[config.mk]
export PLATFORM = sky130hd
export DESIGN_NAME = fold_out_collector
export DESIGN_NICKNAME = d
export VERILOG_FILES = /design/src/rtl/fold_pkg.sv /design/src/rtl/fold_sync_fifo.sv /design/src/rtl/fold_out_collector.sv
export SDC_FILE = /design/constraint.sdc
export NUM_CORES = 1
export LEC_CHECK = 0
export BUFFER_PORTS_ARGS = -buffer_cell sky130_fd_sc_hd__buf_2
export CORE_MARGIN = 3
export CORE_UTILIZATION = 58
export CTS_CLUSTER_DIAMETER = 50
export CTS_CLUSTER_SIZE = 8
export DETAILED_ROUTE_END_ITERATION = 8
export GPL_TIMING_DRIVEN = 0
export PLACE_DENSITY_LB_ADDON = 0.08
export SLEW_MARGIN = 10
export SYNTH_ARGS = -nofsm -noshare
export SYNTH_HDL_FRONTEND = slang
export SYNTH_HIERARCHICAL = 1
export SYNTH_SLANG_ARGS = --single-unit
[constraint.sdc]
create_clock -name clk -period 2.9 [get_ports clk]
set_input_delay 0 -clock clk [delete_from_list [all_inputs] [get_ports clk]]
set_output_delay 0 -clock clk [all_outputs]
set_load 0.05 [all_outputs]
[src/rtl/fold_pkg.sv]
// rtl/fold_pkg.sv - shared state encoding and default constants for the fold output collector
package fold_pkg;

  typedef enum logic [1:0] {
    IDLE = 2'd0,
    WARM = 2'd1,
    RUN  = 2'd2
  } state_t;

  localparam int FOLD_DEF = 5;
  localparam int W_DEF    = 9;
  localparam int DROP_W   = 8;

endpackage

[src/rtl/fold_sync_fifo.sv]
// rtl/fold_sync_fifo.sv - synchronous FIFO with registered head, flush and full/empty flags
module fold_sync_fifo #(
  parameter int W     = 9,
  parameter int DEPTH = 4
) (
  input  logic         clk,
  input  logic         rst_n,
  input  logic         i_push,
  input  logic         i_pop,
  input  logic         i_flush,
  input  logic [W-1:0] i_data,
  output logic [W-1:0] o_head,
  output logic         o_full,
  output logic         o_empty
);

  localparam int AW = $clog2(DEPTH);

  logic [AW:0]  r_wr_ptr;
  logic [AW:0]  r_rd_ptr;
  logic [W-1:0] r_mem [DEPTH];
  logic         w_pop;
  logic         w_push;

  // Extra pointer MSB tells a full FIFO apart from an empty one.
  assign o_empty = (r_wr_ptr == r_rd_ptr);
  assign o_full  = (r_wr_ptr[AW] != r_rd_ptr[AW]) &&
                   (r_wr_ptr[AW-1:0] == r_rd_ptr[AW-1:0]);
  assign w_pop   = i_pop & ~o_empty;
  assign w_push  = i_push & ~i_flush & (~o_full | w_pop);
  assign o_head  = r_mem[r_rd_ptr[AW-1:0]];

  always_ff @(posedge clk or negedge rst_n) begin
    if (!rst_n) begin
      r_wr_ptr <= '0;
      r_rd_ptr <= '0;
      for (int i = 0; i < DEPTH; i++) r_mem[i] <= '0;
    end else if (i_flush) begin
      r_wr_ptr <= '0;
      r_rd_ptr <= '0;
    end else begin
      if (w_push) begin
        r_mem[r_wr_ptr[AW-1:0]] <= i_data;
        r_wr_ptr                <= r_wr_ptr + 1'b1;
      end
      if (w_pop) r_rd_ptr <= r_rd_ptr + 1'b1;
    end
  end

endmodule

[src/rtl/fold_out_collector.sv]
// rtl/fold_out_collector.sv - tracks the folded FIR schedule, drops warm-up results, queues the rest
// Optional SAT_OUT_EN: clamp captures to 8-bit signed range and expose sticky sat_flag.
module fold_out_collector
  import fold_pkg::*;
#(
  parameter int FOLD      = FOLD_DEF,
  parameter int CAP_PHASE = 4,
  parameter int WARMUP    = 2,
  parameter int DEPTH     = 4,
  parameter int W         = W_DEF
) (
  input  logic              clk,
  input  logic              rst_n,
  input  logic              start,
  input  logic              flush,
  input  logic [W-1:0]      fir_out,
  output logic [W-1:0]      out_data,
  output logic              out_valid,
  input  logic              out_ready,
  output logic              overflow,
  output logic [DROP_W-1:0] drop_cnt,
`ifdef SAT_OUT_EN
  output logic              sat_flag,
`endif
  output logic [1:0]        state
);

  localparam int PW  = $clog2(FOLD);
  localparam int WCW = (WARMUP < 1) ? 1 : $clog2(WARMUP + 1);

  state_t              r_state;
  state_t              w_state_nx;
  logic [PW-1:0]       r_phase;
  logic [PW-1:0]       w_phase_nx;
  logic [WCW-1:0]      r_warm_cnt;
  logic [WCW-1:0]      w_warm_nx;
  logic                r_overflow;
  logic [DROP_W-1:0]   r_drop_cnt;
  logic                w_cap;
  logic                w_push;
  logic                w_pop;
  logic                w_flush;
  logic                w_drop;
  logic                w_full;
  logic                w_empty;
  logic [W-1:0]        w_cap_data;

  // The start cycle is phase 0 of the new run, so it never captures.
  assign w_cap   = (r_state != IDLE) && (r_phase == PW'(CAP_PHASE)) && !start;
  assign w_flush = flush & ~start;
  assign w_pop   = ~w_empty & out_ready;
  assign w_drop  = w_push & ~w_flush & w_full & ~w_pop;

  always_comb begin
    w_state_nx = r_state;
    w_phase_nx = r_phase;
    w_warm_nx  = r_warm_cnt;
    w_push     = 1'b0;
    if (start) begin
      w_state_nx = (WARMUP == 0) ? RUN : WARM;
      w_phase_nx = PW'(1);
      w_warm_nx  = '0;
    end else begin
      if (r_state != IDLE)
        w_phase_nx = (r_phase == PW'(FOLD - 1)) ? '0 : r_phase + 1'b1;
      case (r_state)
        WARM: if (w_cap) begin
          w_warm_nx = r_warm_cnt + 1'b1;
          if (int'(r_warm_cnt) + 1 >= WARMUP) w_state_nx = RUN;
        end
        RUN:     w_push = w_cap;
        default: ;
      endcase
    end
  end

  always_ff @(posedge clk or negedge rst_n) begin
    if (!rst_n) begin
      r_state    <= IDLE;
      r_phase    <= '0;
      r_warm_cnt <= '0;
      r_overflow <= 1'b0;
      r_drop_cnt <= '0;
    end else begin
      r_state    <= w_state_nx;
      r_phase    <= w_phase_nx;
      r_warm_cnt <= w_warm_nx;
      if (w_drop) begin
        r_overflow <= 1'b1;
        if (r_drop_cnt != '1) r_drop_cnt <= r_drop_cnt + 1'b1;
      end
    end
  end

`ifdef SAT_OUT_EN
  localparam logic signed [W-1:0] SAT_MAX = W'(127);
  localparam logic signed [W-1:0] SAT_MIN = W'(-128);

  logic w_sat_hi;
  logic w_sat_lo;
  logic r_sat_flag;

  assign w_sat_hi   = $signed(fir_out) > SAT_MAX;
  assign w_sat_lo   = $signed(fir_out) < SAT_MIN;
  assign w_cap_data = w_sat_hi ? SAT_MAX : (w_sat_lo ? SAT_MIN : fir_out);
  assign sat_flag   = r_sat_flag;

  always_ff @(posedge clk or negedge rst_n) begin
    if (!rst_n)                             r_sat_flag <= 1'b0;
    else if (w_push && (w_sat_hi || w_sat_lo)) r_sat_flag <= 1'b1;
  end
`else
  assign w_cap_data = fir_out;
`endif

  fold_sync_fifo #(
    .W     (W),
    .DEPTH (DEPTH)
  ) u_fifo (
    .clk     (clk),
    .rst_n   (rst_n),
    .i_push  (w_push),
    .i_pop   (w_pop),
    .i_flush (w_flush),
    .i_data  (w_cap_data),
    .o_head  (out_data),
    .o_full  (w_full),
    .o_empty (w_empty)
  );

  assign out_valid = ~w_empty;
  assign overflow  = r_overflow;
  assign drop_cnt  = r_drop_cnt;
  assign state     = r_state;

endmodule

== After elaboration in Yosys (flattened, before gate mapping) ==
Index checks and enable logic that the tools add are counted.

* Flip-flop bits (word level): 58
* Output and inout port bits: 21
* Word-level logic and storage cells: 81

* $add $sub $neg: 6
* Magnitude comparators: 4
* Eq/ne operators: 7
* Muxes and demuxes: 22
* Bitwise logic cells: 15
* Reductions and logical operators: 16

{| class="wikitable"
|+ Operator list
! kind !! number
|-
| bitwise mux 36 bit || 1
|-
| two-way mux 9 bit || 3
|-
| two-way mux 3 bit || 7
|-
| binary-select mux 9 bit (select 2 bit) || 1
|-
| demux 9 bit (select 2 bit) || 1
|-
| two-way mux 2 bit || 7
|-
| nonzero test 2 bit || 7
|-
| adder 3 x 1 -> 3 bit, second input constant || 3
|-
| adder 8 x 1 -> 8 bit, second input constant || 1
|-
| != test 8 bit, second input constant || 1
|-
| bitwise AND 1 bit || 7
|-
| >= comparator 3 bit, second input constant || 2
|-
| NOT 2 -> 3 bit || 2
|-
| AND reduction 2 bit || 3
|-
| NOT 1 bit || 5
|-
| logical AND 1 bit || 4
|-
| adder 2 x 1 -> 3 bit, second input constant || 1
|-
| equality test 3 bit || 1
|-
| equality test 3 bit, second input constant || 1
|-
| >= comparator 3 x 2 -> 1 bit, second input constant || 1
|-
| < comparator 3 x 1 -> 1 bit, second input constant || 1
|-
| AND reduction 3 bit || 1
|-
| adder 2 x 1 -> 2 bit, second input constant || 1
|-
| equality test 2 x 1 -> 1 bit, second input constant || 1
|-
| 6 further kinds || 7
|}

== Logic depth before layout (Yosys ltp) ==
* Depth in word-level cells: 9
* Depth in mapped cells: 9

== By module ==
The synthesis kept the hierarchy.

{| class="wikitable"
|+ By module, submodules not included
! module !! instances !! cells an instance !! area each (µm²)
|-
| fold_sync_fifo || 1 || 140 || 2,180.8
|-
| fold_out_collector || 1 || 81 || 875.8
|}

== Least setup slack after synthesis ==
Ideal clock, no wire load.

* Path type: register to register
* Start point: register u_fifo.r_rd_ptr[2]
* End point: register r_drop_cnt[1], in the netlist drop_cnt[1]
* Setup time: 0.125 ns
* Arrival time: 2.360 ns
* Path slack: 0.415 ns
* Cell stages (with the launch flop): 9
* Buffers on the path: 1
* Cell sequence: dfrtp_1 > xnor2_2 > nand3_1 > inv_1 > nor2b_1 > or3b_2 > buf_4 > nor3_4 > mux2_2

* Cells in the longest elaborated chain, start to end: 6
* Elaborated cells between the ends (all ways): 9
* Classes of those cells: eq/ne (2); bitwise (5); reduce/logical (2)

{| class="wikitable"
|+ Ends and longest elaborated chain
! what !! RTL line !! RTL
|-
| from (decl) || fold_sync_fifo.sv:20 || <nowiki>logic [AW:0] r_rd_ptr;</nowiki>
|-
| from (signal assigned) || fold_sync_fifo.sv:46 || <nowiki>if (w_pop) r_rd_ptr <= r_rd_ptr + 1'b1;</nowiki>
|-
| equality test 3 bit || fold_sync_fifo.sv:26 || <nowiki>assign o_empty = (r_wr_ptr == r_rd_ptr);</nowiki>
|-
| named net w_empty || fold_out_collector.sv:45 || <nowiki>logic w_empty;</nowiki>
|-
| NOT 1 bit || fold_out_collector.sv:51 || <nowiki>assign w_pop = ~w_empty & out_ready;</nowiki>
|-
| bitwise AND 1 bit || fold_out_collector.sv:51 ||
|-
| named net w_pop || fold_out_collector.sv:41 || <nowiki>logic w_pop;</nowiki>
|-
| NOT 1 bit || fold_out_collector.sv:52 || <nowiki>assign w_drop = w_push & ~w_flush & w_full & ~w_pop;</nowiki>
|-
| bitwise AND 1 bit || fold_out_collector.sv:52 ||
|-
| AND reduction 2 bit (no line) || -- ||
|-
| to (signal assigned) || fold_out_collector.sv:90 || <nowiki>if (r_drop_cnt != '1) r_drop_cnt <= r_drop_cnt + 1'b1;</nowiki>
|-
| to (decl) || fold_out_collector.sv:38 || <nowiki>logic [DROP_W-1:0] r_drop_cnt;</nowiki>
|}

The timed path passes the listed nets, and every way through them passes these cells.
A chain may end at the register's enable or synchronous reset.

== Worst setup path after layout ==
* Start point: register u_fifo.r_rd_ptr[2]
* End point: register u_fifo/r_mem[16] in the netlist's numbering

* Cells in the longest elaborated chain, start to end: 7
* Elaborated cells between the ends (all ways): 10
* Classes of those cells: eq/ne (2); bitwise (6); reduce/logical (2)

{| class="wikitable"
|+ Ends and longest elaborated chain
! what !! RTL line !! RTL
|-
| equality test 3 bit || fold_sync_fifo.sv:26 ||
|-
| named net w_empty || fold_out_collector.sv:45 ||
|-
| NOT 1 bit || fold_out_collector.sv:51 ||
|-
| bitwise AND 1 bit || fold_out_collector.sv:51 ||
|-
| named net w_pop || fold_out_collector.sv:41 ||
|-
| bitwise AND 1 bit || fold_sync_fifo.sv:29 || <nowiki>assign w_pop = i_pop & ~o_empty;</nowiki>
|-
| OR 1 bit || fold_sync_fifo.sv:30 || <nowiki>assign w_push = i_push & ~i_flush & (~o_full | w_pop);</nowiki>
|-
| bitwise AND 1 bit || fold_sync_fifo.sv:30 ||
|-
| AND reduction 2 bit (no line) || -- ||
|-
| to (signal, indexed assignment) || fold_sync_fifo.sv:43 || <nowiki>r_mem[r_wr_ptr[AW-1:0]] <= i_data;</nowiki>
|-
| to (decl) || fold_sync_fifo.sv:21 || <nowiki>logic [W-1:0] r_mem [DEPTH];</nowiki>
|}

The timed path passes the listed nets, and every way through them passes these cells.

==> results.yml <==
critical_path:
  arrival_ps: 2890
  startpoint_type: "flip-flop"
  crit_path_cell_trace: "xnor2_4, nand3_1, inv_1, nor2b_1, buf_4, o41ai_4, mux2_2"
  r2r_cells: 7
  critPathMaxStageDelay_ps: 730
  crit_path_top_delay_cell: "o41ai_4"
  worst-path-stages: 7
  critPathKind: "reg -> reg"
  crit_required_ps: 3100
  endpoint_kind: "flip-flop"
  path_buf_inv: 2
  critPathTopFamily: "compound AO/OA/AOI/OAI gates"
  cp_max_fo: 9
sta:
  finClkSkew_ps: 9.41
  finalHoldViolations: 0
  fin_crit_ps: 2680
  final_max_slew_viol_count: 0
  hold_slack_ps: 272
  worstMarginPinSlew_ps: 801
  setup_tns_ps: 0
  slew_headroom: 0.464
  min_period_over_period: 0.925
  fmax_ghz: 0.373
  setup_violations: 0
  rsz0062_at_grt: "no"
floorplan:
  rows: 25
  num_io_pins: 35
  core-area_um2: 4910
  start_util: 0.622
  die_area_um2: 6180
  die_y_um: 78.6
  die_x_um: 78.6
clocking:
  path_clk_slew_ps: 70
  clock-sinks: 58
  clock_path_buffers: 2
  clk_latency_ps: 320
  cts_buffers: 9
  cts_tree: "done"
  cts-root-buf: "clkbuf_8"
  h-tree-depth: 3
logic_synthesis:
  synth_ff_type: "dfrtp_1"
  synth_cell_type_count: 45
  syn_area_um2: 3060
  ys_ff_latch: 58
  synth_top_cell_by_area: "dfrtp_1"
  ys_warn_count: 6
  avgSynthCellArea_um2: 13.8
  synth_fp_nets: 244
  synth_enable_flop_cells: 0
  synth_top_area_frac: 0.475
  yosysSeqAreaShare: 0.475
  async_reset_ff_frac: 1.00
  synthCells: 221
  synth.area.top_cells: "dfrtp_1, mux2_2, mux4_2, ha_1, o41ai_4"
min_path:
  hold_class: "in -> async"
power:
  p_sw_frac: 0.296
  pwr-share-comb: 0.208
  p_sw_mw: 0.632
  p_int_mw: 1.50
  leakage_nw: 1.84
  clkPwrFrac: 0.383
  powerDensity_nw_per_um2: 578
  seqPwrFrac: 0.409
  max-vdd-ir-drop_uv: 479
grt:
  grt_start_max_net_pins: 59
  grt_pass1_wl_um: 9640
  grt-ovfl-total: 0
  grt_usage: 0.204
  grt_pass1_vias: 1971
  grt_antenna_before_repair: 0
placement:
  dpl_cell_area_um2: 3310
  port-buffer-count: 33
  place_hpwl_um: 3610
  gp_congestion: 0.741
run:
  cap_violations: 0
finish:
  fin_area_um2: 3690
  final_common_cell: "dfrtp_1"
  layout_common_cells: "dfrtp_1, mux2_2, buf_2"
  fin_nets: 301
  area_delta_synth_final_pct: 20.7
  antenna_cells: 0
  final_layout_size_suffix_gt1_frac: 0.431
detailed_routing:
  drt_first_pass_iters: 5
  wirelength_um: 5730
  vias_per_cell: 5.55
  drc: 0
  drt_iter0_drc: 111
  detail-route-antenna-nets: 0
  vias: 1942
  wire_per_inst_um: 16.4
status:
  outcome: "completed"
==> Yosys cell counts (all sizes together), types with 2 or more instances <==
| cell | instances |
|---|---|
| o31ai | 2 |
| nand2b | 5 |
| mux2 | 40 |
| nand3 | 5 |
| and3 | 2 |
| dfrtp | 58 |
| a21oi | 2 |
| xnor2 | 4 |
| nor4 | 3 |
| mux2i | 3 |
| clkbuf | 2 |
| buf | 5 |
| nand2 | 4 |
| o21ai | 2 |
| nor3 | 3 |
| nor2b | 4 |
| ha | 9 |
| and3b | 4 |
| a211o | 2 |
| and2 | 2 |
| inv | 11 |
| mux4 | 9 |
| nor2 | 13 |
| or3b | 2 |
| xor2 | 9 |
| o41ai | 5 |
==> metal layers <==
| layer | routed length, um | part of all wire | track usage | vias up |
|---|---|---|---|---|
| met3 | 145 | 0.025 | 0.0482 | 6 |
| met4 | 74 | 0.013 | 0.0682 | 0 |
| met2 | 2920 | 0.51 | 0.332 | 29 |
| met1 | 2580 | 0.45 | 0.271 | 985 |
| met5 | 0 | 0 | 0 | - |
| li1 | - | - | - | 922 |
==> worst reg2reg max path, delay by kind of cell (launching register included) <==
family | cells | cell delay (ps)
AND/OR/NAND/NOR | 2 | 220
buffers and inverters | 2 | 290
AO/OA/AOI/OAI | 1 | 740
multiplexers | 1 | 420
XOR/XNOR | 1 | 430
flip-flops | 1 | 470
==> flip-flops by register name (all words and copies together), names as in the netlist <==
| register | count |
|---|---|
| drop_cnt | 8 |
| overflow | 1 |
| r_phase | 3 |
| u_fifo/r_rd_ptr | 3 |
| u_fifo/r_wr_ptr | 3 |
| state | 2 |
| u_fifo/r_mem | 36 |
| r_warm_cnt | 2 |
==> timing repair <==
item / CTS / global route
pin swaps: 4 / 1
hold buffers: 11 / 0
setup buffers: 1 / 1
resized for setup: 0 / 1
cloned: 0 / 0
setup endpoints to repair: 36 / 28
endpoints found under the hold margin: 101 / 0
==> power by group through the flow <==
stage          registers [mW]  clock network [mW]  logic [mW]
2_1_floorplan           0.876                   0       0.339
3_3_place_gp            0.882                   0       0.425
3_5_place_dp            0.883                   0       0.430
4_1_cts                 0.868               0.835       0.443
5_1_grt                 0.875               0.875       0.488
6_report                0.873               0.817       0.444
==> through the flow <==
stage | utilization | power (mW) | std cells | worst slack (ps)
after CTS | 0.745 | 2.15 | 349 | 19.6
final | 0.751 | 2.13 | 350 | 217
after detailed placement | 0.674 | 1.31 | 321 | -81.4
after floorplan | - | 1.22 | 221 | 415
after global routing | 0.751 | 2.24 | 350 | 47.1
after global placement | 0.673 | 1.31 | 321 | -37.6
==> area by class of cell <==
class	instances	area (um2)
buffer	7	50.0
clock buffer	11	141
clock inverter	5	77.6
fill	341	1220
inverter	11	41.3
multi-input combinational	145	1530
sequential	58	1450
tap	67	83.8
timing repair buffer	46	318
==> path summary, 6_finish.rpt <==
check	start	to	slack (ps)
worst max-delay path	u_fifo/r_rd_ptr[2]$_DFFE_PN0P_	u_fifo/r_mem[16]$_DFFE_PN0P_	220
worst min-delay path	rst_n	drop_cnt[6]$_DFFE_PN0P_	270
worst max register to register	u_fifo/r_rd_ptr[2]$_DFFE_PN0P_	u_fifo/r_mem[16]$_DFFE_PN0P_	220
worst min register to register	overflow$_DFFE_PN0P_	overflow$_DFFE_PN0P_	490
max in group asynchronous	rst_n	u_fifo/r_rd_ptr[0]$_DFFE_PN0P_	2130
min in group clk	flush	u_fifo/r_wr_ptr[2]$_DFFE_PN0P_	280
==> logic make-up (layout without fill, tap and decap cells) <==
kind of cell               Yosys count  in the layout  share of synthesized area
xor gates and xnor gates            13             13                     0.0483
buffers and inverters               18             80                     0.0299
adders and majority gates            9              9                     0.0368
muxes                               52             52                      0.223
and+or+nand+nor                     52             52                      0.113
DFF                                 58             58                      0.475
AOI/OAI and AO/OA                   19             19                     0.0737
(Power assumes the default switching activity.)
